## src/rtl/mul_div_unit.sv

```systemverilog
// mul_div_unit: iterative 32-bit multiply/divide unit feeding a Hi/Lo register file.
//
// Ports
//   Clk        in   sole clock, rising edge
//   Rst        in   asynchronous active-high reset
//   Start      in   request pulse, accepted only when not Busy
//   Op[1:0]    in   00 MULT (signed), 01 MULTU, 10 DIV (signed), 11 DIVU
//   A[31:0]    in   multiplicand / dividend
//   B[31:0]    in   multiplier / divisor
//   Busy       out  high in CALC and FIX
//   Done       out  one-cycle result strobe (Hi/Lo write enable)
//   HiOut      out  product[63:32] or remainder
//   LoOut      out  product[31:0] or quotient
//   DivByZero  out  set with the results of a DIV/DIVU whose divisor was zero
//   dbg_state  out  current FSM state, for checkers
//
// Handshake: Start is sampled on a rising edge while Busy=0 (IDLE or DONE);
// operands are captured on that edge and never looked at again. The results
// appear with Done=1 exactly 34 edges later and hold until the next operation
// rewrites them.
module mul_div_unit (
  input  logic        Clk,
  input  logic        Rst,
  input  logic        Start,
  input  logic [1:0]  Op,
  input  logic [31:0] A,
  input  logic [31:0] B,
  output logic        Busy,
  output logic        Done,
  output logic [31:0] HiOut,
  output logic [31:0] LoOut,
  output logic        DivByZero,
  output logic [1:0]  dbg_state
);

  localparam logic [1:0] IDLE = 2'd0;
  localparam logic [1:0] CALC = 2'd1;
  localparam logic [1:0] FIX  = 2'd2;
  localparam logic [1:0] DONE = 2'd3;

  logic [1:0]  state;
  logic        fix_phase;
  logic [5:0]  count;
  logic [1:0]  op_q;
  logic [31:0] a_mag;
  logic [31:0] b_mag;
  logic        sign_a;
  logic        sign_b;
  logic [31:0] acc_hi;
  logic [31:0] acc_lo;

  logic        is_div;
  logic        start_ok;
  logic        in_signed;
  logic [31:0] a_in_mag;
  logic [31:0] b_in_mag;
  logic [32:0] mul_sum;
  logic [32:0] div_shift;
  logic [32:0] div_diff;
  logic        div_ok;
  logic [63:0] prod_neg;
  logic        dbz;

  assign Busy      = (state == CALC) || (state == FIX);
  assign Done      = (state == DONE);
  assign dbg_state = state;

  assign is_div    = op_q[1];
  assign start_ok  = Start && ((state == IDLE) || (state == DONE));
  assign in_signed = ~Op[0];
  assign a_in_mag  = (in_signed && A[31]) ? -A : A;
  assign b_in_mag  = (in_signed && B[31]) ? -B : B;

  // Multiply step: add multiplicand into the high half when the current
  // multiplier bit (acc_lo[0]) is set, then shift the 64-bit pair right.
  assign mul_sum   = {1'b0, acc_hi} + (acc_lo[0] ? {1'b0, a_mag} : 33'd0);

  // Restoring divide step: acc_hi is the partial remainder, acc_lo shifts the
  // dividend out at the top and the quotient bits in at the bottom. The
  // remainder stays below the divisor, so a 33-bit difference carries the
  // borrow in bit 32.
  assign div_shift = {acc_hi, acc_lo[31]};
  assign div_diff  = div_shift - {1'b0, b_mag};
  assign div_ok    = ~div_diff[32];

  assign prod_neg  = -{acc_hi, acc_lo};
  assign dbz       = is_div && (b_mag == 32'd0);

  // FIX is two cycles: phase 0 applies the sign correction to the
  // accumulator, phase 1 loads the output registers. This keeps the 64-bit
  // negate out of the output load path and sets the 34-edge latency.
  always_ff @(posedge Clk or posedge Rst) begin
    if (Rst) begin
      state     <= IDLE;
      fix_phase <= 1'b0;
      count     <= 6'd0;
      op_q      <= 2'd0;
      a_mag     <= 32'd0;
      b_mag     <= 32'd0;
      sign_a    <= 1'b0;
      sign_b    <= 1'b0;
      acc_hi    <= 32'd0;
      acc_lo    <= 32'd0;
      HiOut     <= 32'd0;
      LoOut     <= 32'd0;
      DivByZero <= 1'b0;
    end else begin
      case (state)
        IDLE, DONE: begin
          if (start_ok) begin
            op_q   <= Op;
            a_mag  <= a_in_mag;
            b_mag  <= b_in_mag;
            sign_a <= in_signed && A[31];
            sign_b <= in_signed && B[31];
            acc_hi <= 32'd0;
            // Multiply shifts the multiplier through acc_lo; divide shifts
            // the dividend through it.
            acc_lo <= Op[1] ? a_in_mag : b_in_mag;
            count  <= 6'd0;
            state  <= CALC;
          end else begin
            state <= IDLE;
          end
        end
        CALC: begin
          if (is_div) begin
            acc_hi <= div_ok ? div_diff[31:0] : div_shift[31:0];
            acc_lo <= {acc_lo[30:0], div_ok};
          end else begin
            {acc_hi, acc_lo} <= {mul_sum, acc_lo[31:1]};
          end
          count <= count + 6'd1;
          if (count == 6'd31) begin
            state     <= FIX;
            fix_phase <= 1'b0;
          end
        end
        FIX: begin
          if (!fix_phase) begin
            if (!is_div) begin
              if (sign_a ^ sign_b) {acc_hi, acc_lo} <= prod_neg;
            end else begin
              // Truncating division: quotient takes signA^signB, remainder
              // takes the dividend's sign.
              if (sign_a ^ sign_b) acc_lo <= -acc_lo;
              if (sign_a)          acc_hi <= -acc_hi;
            end
            fix_phase <= 1'b1;
          end else begin
            if (dbz) begin
              // Hi gets the original dividend back (magnitude re-signed).
              HiOut     <= sign_a ? -a_mag : a_mag;
              LoOut     <= 32'hFFFF_FFFF;
              DivByZero <= 1'b1;
            end else begin
              HiOut     <= acc_hi;
              LoOut     <= acc_lo;
              DivByZero <= 1'b0;
            end
            fix_phase <= 1'b0;
            state     <= DONE;
          end
        end
        default: state <= IDLE;
      endcase
    end
  end

endmodule
```

## config.mk

```make
export PLATFORM = sky130hd
export DESIGN_NAME = mul_div_unit
export DESIGN_NICKNAME = d
export VERILOG_FILES = /design/src/rtl/mul_div_unit.sv
export SDC_FILE = /design/constraint.sdc
export NUM_CORES = 1
export LEC_CHECK = 0
export ABC_AREA = 1
export CORE_MARGIN = 3
export CORE_UTILIZATION = 45
export DETAILED_ROUTE_END_ITERATION = 10
export PLACE_DENSITY_LB_ADDON = 0.1
export SKIP_LAST_GASP = 1
export SLEW_MARGIN = 20
export SYNTH_ARGS = -nofsm -noshare
export SYNTH_HDL_FRONTEND = slang
export SYNTH_SLANG_ARGS = --single-unit
```

## constraint.sdc

```tcl
create_clock -name Clk -period 13.3 [get_ports Clk]
set_input_delay 2.66 -clock Clk [delete_from_list [all_inputs] [get_ports Clk]]
set_output_delay 2.66 -clock Clk [all_outputs]
set_load 0.1 [all_outputs]
```

==> results of run 1 <==
## flip-flops by register name (all words and copies together), names as in the netlist
signal	flops
DivByZero	1
HiOut	32
LoOut	32
a_mag	32
acc_hi	32
acc_lo	32
b_mag	32
count	6
dbg_state	2
fix_phase	1
op_q	1
sign_a	1
sign_b	1
## worst reg2reg max path: cells and delay by family, from the launching register on
family	cells	cell delay, ps
DFF	1	470
buffers and inverters	2	430
and+or+nand+nor	16	2310
adders and majority gates	2	620
## logic make-up (layout without fill, tap and decap cells)
logic type,Yosys count,in the layout,synth area share
compound gates,527,527,0.142
xor+xnor,112,112,0.0480
fa+ha+maj,75,75,0.0467
buf+inv,633,722,0.119
flops,205,205,0.251
mux,1,1,0.000490
other cells,0,1,0
simple gates,1927,1927,0.393
## worst min path at each step
| stage | end |
|---|---|
| after global routing | HiOut[31] |
| after detailed placement | HiOut[31] |
| after global placement | HiOut[30] |
| after CTS | HiOut[31] |
| after floorplan | b_mag[17] |
| final | HiOut[4] |
## power breakdown
part	switching (mW)	internal, mW
clock network	0.303	0.420
registers	0.375	0.899
logic	3.21	1.14
## routing by layer
layer,vias up,GRT usage
met3,270,0.0579
met1,11100,0.493
met2,1281,0.591
li1,11200,-
met4,0,0.238
met5,-,0
## area by class of cell
class	instances	area share
clock inverter	11	0.00520
sequential	205	0.222
timing repair buffer	167	0.0691
inverter	509	0.0830
tap	592	0.0321
multi-input combinational	2642	0.557
clock buffer	35	0.0313
antenna	1	0.000108
## synthesized netlist by cell type (all sizes together) (2+ instances only)
library cell	number
a21boi	2
a21o	2
a21oi	176
a22o	2
a22oi	4
a31oi	11
and2	9
buf	39
clkbuf	85
clkinv	4
dfrtp	205
fa	2
ha	73
inv	505
nand2	1185
nand3	285
nand3b	13
nand4	43
nor2	333
nor3	42
nor4	9
o2111ai	2
o211ai	51
o21ai	256
o21bai	9
o31ai	5
or2	6
xnor2	28
xor2	84
## stage by stage
| stage | setup WS, ps | hold slack [ps] |
|---|---|---|
| final | 7650 | 480 |
| after global placement | 7860 | 468 |
| after detailed placement | 7820 | 465 |
| after floorplan | 5040 | 453 |
| after global routing | 7570 | 510 |
| after CTS | 7630 | 481 |
==> results.py, run 1 <==
metrics = {
    "detailed_routing": {
        "dr_wl_met3_mm": 8.53,
        "drc_errors": 0,
        "postRouteAntennaNets": 0,
        "post_drt_via_cell_ratio": 5.74,
        "drt-total-wl_mm": 92.9,
        "met2WireLength_mm": 40.2,
        "dr.pass1.iters": 6,
        "drt_first_iter_violations": 2623,
        "via_count": 23900,
        "routed.top_layer": "met4",
        "wire_per_inst_um": 22.3,
        "drt-met1-wl_mm": 37.0,
    },
    "final_layout": {
        "multi_input_comb_area_mm2": 0.0129,
        "seqCellArea_mm2": 0.00513,
        "layoutNonFillerInstCount": 4162,
        "final.fill_count": 4717,
        "nets": 3694,
        "finish.utilization": 0.519,
        "ratio_of_cells_with_drive_above_1_in_the_final_layout": 0.0342,
        "mostFrequentLayoutCells": "sky130_fd_sc_hd__nand2_1, sky130_fd_sc_hd__inv_1, sky130_fd_sc_hd__nor2_1",
        "area_growth_pct": 13.2,
        "layout.cell_area.non_filler_mm2": 0.0231,
        "leading_cell_type_in_the_layout_fill_and_taps_excluded": "sky130_fd_sc_hd__nand2_1",
    },
    "setup_path": {
        "worst-path-stages": 5,
        "timing.critical_path.from_type": "register",
        "slowest_stage_delay_on_critical_path_ps": 1220,
        "critPathLaunch": "dbg_state[0]",
        "cpLargestDelayFamily": "buffers and inverters",
        "timing.reg2reg.worst_path_depth": 20,
        "arrival_time_at_the_worst_endpoint_ps": 2990,
        "worst_ep_required_time_ps": 10640,
        "critical_path.endpoint_type": "output pin",
        "timing.critical_path.buf_inv": 4,
        "launch_point_of_the_worst_reg_to_reg_path": "acc_lo[31]",
        "regToRegSetupSlack_ps": 9370,
        "crit_path_frequent_cell": "sky130_fd_sc_hd__inv_1",
        "critical-path-slowest-cell": "sky130_fd_sc_hd__clkdlybuf4s50_1",
        "timing_worst_setup_path_type": "reg -> out",
        "crit_end": "Busy",
        "path_cells": "inv_1 -> ha_1 -> inv_1 -> buf_4 -> clkdlybuf4s50_1",
        "crit_fanout": 30,
        "worstReg2RegEnd": "acc_hi[30]",
    },
    "sta": {
        "clock_skew_ps": 31.2,
        "share_of_the_cycle_needed_by_the_critical_path_after_routing": 0.425,
        "tightestPinTransition_ps": 1050,
        "timing.final.crit_period_ps": 5650,
        "fmax_ghz": 0.177,
        "maxSlewHeadroom": 0.297,
        "final_number_of_hold_violating_endpoints": 0,
        "endpoints_failing_setup": 0,
        "setup-tns-final_ps": 0,
        "pins_over_their_slew_limit": 0,
        "unrepaired_setup_endpoints_after_global_routing": "no",
    },
    "floorplan": {
        "die_h_um": 219,
        "die-area_mm2": 0.0480,
        "initial_utilization": 0.459,
        "boundaryPins": 138,
        "fp.coreArea_mm2": 0.0445,
        "num_rows": 77,
        "die_w_um": 219,
    },
    "pwr": {
        "pwr_density_cell_mw_per_mm2": 275,
        "worst_ir_drop_vdd_mv": 0.335,
        "total_power_mw": 6.35,
        "static-leakage-power_nw": 12.1,
    },
    "yosys": {
        "synth.yosys.seq_area_share": 0.251,
        "postSynthNetCount": 3624,
        "synth_enable_flop_cells": 0,
        "syn-mean-instance-area_um2": 5.87,
        "fraction_of_registers_with_async_set_reset": 1.00,
        "synthesis.instances": 3480,
        "synth_top_area_cell": "sky130_fd_sc_hd__dfrtp_1",
        "ys_top_cells_by_area": "sky130_fd_sc_hd__dfrtp_1, sky130_fd_sc_hd__nand2_1, sky130_fd_sc_hd__inv_1, sky130_fd_sc_hd__nand3_1, sky130_fd_sc_hd__nor2_1",
        "ys_ff_latch": 205,
        "ys_warn_count": 0,
        "post_synth_num_cell_types": 56,
        "fraction_of_post_synthesis_cell_area_in_the_top_cell_type_by_area": 0.251,
        "post_synth_instance_area_mm2": 0.0204,
        "postSynth.topFlopCell": "sky130_fd_sc_hd__dfrtp_1",
    },
    "clocking": {
        "cts_hold_buffers": 0,
        "ctsHtreeMaxLevel": 1,
        "post_cts.resized_instances": 0,
        "tritoncts": "done",
        "cts-root-buf": "sky130_fd_sc_hd__clkbuf_16",
        "tritoncts_sink_count": 205,
        "clk-insertion-delay-late_ps": 570,
        "clkTransAtPathRegs_ps": 60,
        "post_cts.repair.setup_buffers": 0,
        "cts-buffers-inserted": 25,
        "cts-root-to-sink-buffers": 3,
    },
    "placed_design": {
        "place_congestion": 1.02,
        "placedInstanceArea_mm2": 0.0223,
        "post-place-cells": 4115,
        "number_of_buffer_cells_added_on_primary_ports": 137,
        "place.detailed.hpwl_mm": 73.1,
    },
    "worst_hold_path": {
        "worstHoldStart": "HiOut[4]",
        "holdCritPathClass": "reg -> reg",
        "holdPathStages": 2,
    },
    "grt": {
        "grt_max_degree": 136,
        "overflow": 0,
        "grt_pass1_wl_mm": 137,
        "antenna_violations_before_repair": 0,
        "first_global_vias": 22300,
        "grt_util_all_layers": 0.379,
    },
    "run_status": {
        "status": "complete, no violations",
    },
    "run": {
        "maxCapViolCount": 0,
    },
}
(Power assumes the default switching activity.)
==> inputs of run 2 (changes only) <==
==> constraint.sdc (replaced) <==
create_clock -name Clk -period 4.55 [get_ports Clk]
set_input_delay 0.91 -clock Clk [delete_from_list [all_inputs] [get_ports Clk]]
set_output_delay 0.91 -clock Clk [all_outputs]
set_load 0.1 [all_outputs]
==> run 2 against run 1 <==
Compared with the run above:
- clock power increased to 2.9 times the previous value
- register-to-register slack worse by 8400 ps
- core utilization rose by 0.17 points
- count of clock-buffer cells in the layout is 3 lower
- combinational power rose to 2.9 times the previous value
- first-iteration DRC count rose by 16%
- largest cell class unchanged
- highest routed layer is now met5
==> results.py, run 2 (synthesized netlist as in run 1, its figures left out) <==
metrics = {
    "sta": {
        "fmax_ghz": 0.279,
        "endpoints_failing_setup": 0,
        "clock_skew_ps": 59.5,
        "pins_over_their_slew_limit": 0,
        "tightestPinTransition_ps": 1000,
        "share_of_the_cycle_needed_by_the_critical_path_after_routing": 0.789,
        "timing.final.crit_period_ps": 3590,
        "maxSlewHeadroom": 0.329,
        "final_number_of_hold_violating_endpoints": 0,
        "setup-tns-final_ps": 0,
        "unrepaired_setup_endpoints_after_global_routing": "no",
        "final.hold.worst_slack_ps": 477,
    },
    "final_layout": {
        "antenna-diode-count": 0,
        "mostFrequentLayoutCells": "sky130_fd_sc_hd__nand2_1, sky130_fd_sc_hd__inv_1, sky130_fd_sc_hd__nor2_1",
        "nets": 3703,
        "area_growth_pct": 13.6,
        "seqCellArea_mm2": 0.00513,
        "final.fill_count": 4751,
        "leading_cell_type_in_the_layout_fill_and_taps_excluded": "sky130_fd_sc_hd__nand2_1",
        "multi_input_comb_area_mm2": 0.0129,
        "ratio_of_cells_with_drive_above_1_in_the_final_layout": 0.0358,
    },
    "run": {
        "maxCapViolCount": 0,
    },
    "floorplan": {
        "die-area_mm2": 0.0480,
        "initial_utilization": 0.459,
        "die_w_um": 219,
        "num_rows": 77,
        "die_h_um": 219,
        "fp.coreArea_mm2": 0.0445,
        "boundaryPins": 138,
    },
    "setup_path": {
        "critical_path.endpoint_type": "register",
        "timing.critical_path.from_type": "register",
        "worst_ep_required_time_ps": 5020,
        "timing.reg2reg.worst_path_depth": 13,
        "launch_point_of_the_worst_reg_to_reg_path": "acc_lo[0]",
        "worstReg2RegEnd": "acc_hi[26]",
        "regToRegSetupSlack_ps": 960,
        "arrival_time_at_the_worst_endpoint_ps": 4060,
        "timing_worst_setup_path_type": "reg -> reg",
        "crit_fanout": 22,
    },
    "detailed_routing": {
        "postRouteAntennaNets": 0,
        "drt_first_iter_violations": 3040,
        "via_count": 23900,
        "wire_per_inst_um": 22.1,
        "drc_errors": 0,
        "dr.pass1.iters": 6,
        "post_drt_via_cell_ratio": 5.73,
        "drt-total-wl_mm": 92.0,
    },
    "clocking": {
        "tritoncts": "done",
        "cts-root-buf": "sky130_fd_sc_hd__clkbuf_16",
        "post_cts.repair.setup_buffers": 0,
        "tritoncts_sink_count": 205,
        "cts-root-to-sink-buffers": 3,
        "post_cts.resized_instances": 0,
        "clk-insertion-delay-late_ps": 590,
        "cts_hold_buffers": 0,
        "cts-buffers-inserted": 24,
        "clkTransAtPathRegs_ps": 60,
        "ctsHtreeMaxLevel": 1,
    },
    "placed_design": {
        "place.detailed.hpwl_mm": 73.0,
        "place_congestion": 1.06,
        "number_of_buffer_cells_added_on_primary_ports": 137,
    },
    "pwr": {
        "pwr_density_cell_mw_per_mm2": 800,
        "static-leakage-power_nw": 12.1,
        "worst_ir_drop_vdd_mv": 1.28,
    },
    "grt": {
        "overflow": 0,
        "grt_util_all_layers": 0.378,
        "grt_max_degree": 82,
        "grt_pass1_wl_mm": 138,
        "first_global_vias": 22600,
        "antenna_violations_before_repair": 1,
    },
    "worst_hold_path": {
        "holdCritPathClass": "reg -> reg",
        "timing.hold.worst_endpoint": "HiOut[25]",
        "holdPathStages": 2,
        "worstHoldStart": "HiOut[25]",
    },
    "run_status": {
        "status": "complete, no violations",
    },
}
-- run 2: cell count changes in the layout (fill, tap and decap cells not counted), sizes merged --
cell           change
buf               +11
clkbuf             -3
inv                -3
bufinv             +1
clkdlybuf4s50      -1
clkinv             -1
clkinvlp           +1
diode              -1
-- run 2: routing by layer --
layer	wire [um]	vias up	GRT usage
li1	-	11200	-
met1	37500	11000	0.498
met3	8660	283	0.0647
met4	6840	2	0.229
met5	12	-	0
met2	39000	1326	0.578
-- run 2: power breakdown --
group / total, mW / internal, mW / switching [mW] / leakage, nW
logic: 12.7 / 3.36 / 9.37 / 9.08
clock network: 2.08 / 1.22 / 0.864 / 0.405
registers: 3.74 / 2.63 / 1.11 / 2.62
-- run 2: final cells by class --
class                   count  share of cell area
inverters                 509              0.0826
clock inverters             9             0.00599
well taps                 592              0.0319
clock buffers              32              0.0294
repair buffers            177              0.0736
flip-flops and latches    205               0.221
multi-input cells        2642               0.555
-- run 2: metrics by stage --
stage	instances	utilization	area [um2]	power (mW)	worst slack, ps
after global placement	4125	0.502	22400	16.0	817
after CTS	4166	0.521	23200	18.2	1180
after floorplan	3480	-	20400	12.0	793
final	4166	0.521	23200	18.5	961
after global routing	4166	0.521	23200	19.7	890
after detailed placement	4125	0.502	22400	16.1	844
-- run 2: critical path, cell delays in order (launching register included) --
cell	delay (ps)
sky130_fd_sc_hd__dfrtp_1	720
sky130_fd_sc_hd__inv_2	300
sky130_fd_sc_hd__ha_1	220
sky130_fd_sc_hd__nand3_1	280
sky130_fd_sc_hd__nor2_2	370
sky130_fd_sc_hd__nand2_1	310
sky130_fd_sc_hd__nor2_1	450
sky130_fd_sc_hd__nand4_1	250
sky130_fd_sc_hd__xor2_1	200
sky130_fd_sc_hd__nand2_1	70
sky130_fd_sc_hd__nand3_1	120
sky130_fd_sc_hd__nand2_1	60
sky130_fd_sc_hd__nand2_1	50
sky130_fd_sc_hd__nand2_1	50
-- run 2: how the worst max path moves through the flow --
stage                       startpoint          to  cells after the start
after global placement           Op[0]  acc_lo[24]                     11
final                        acc_lo[0]  acc_hi[26]                     13
after CTS                   acc_lo[31]  acc_hi[29]                     20
after global routing        acc_lo[31]  acc_hi[29]                     20
after floorplan           dbg_state[0]        Busy                      5
after detailed placement         Op[0]  acc_lo[28]                     11
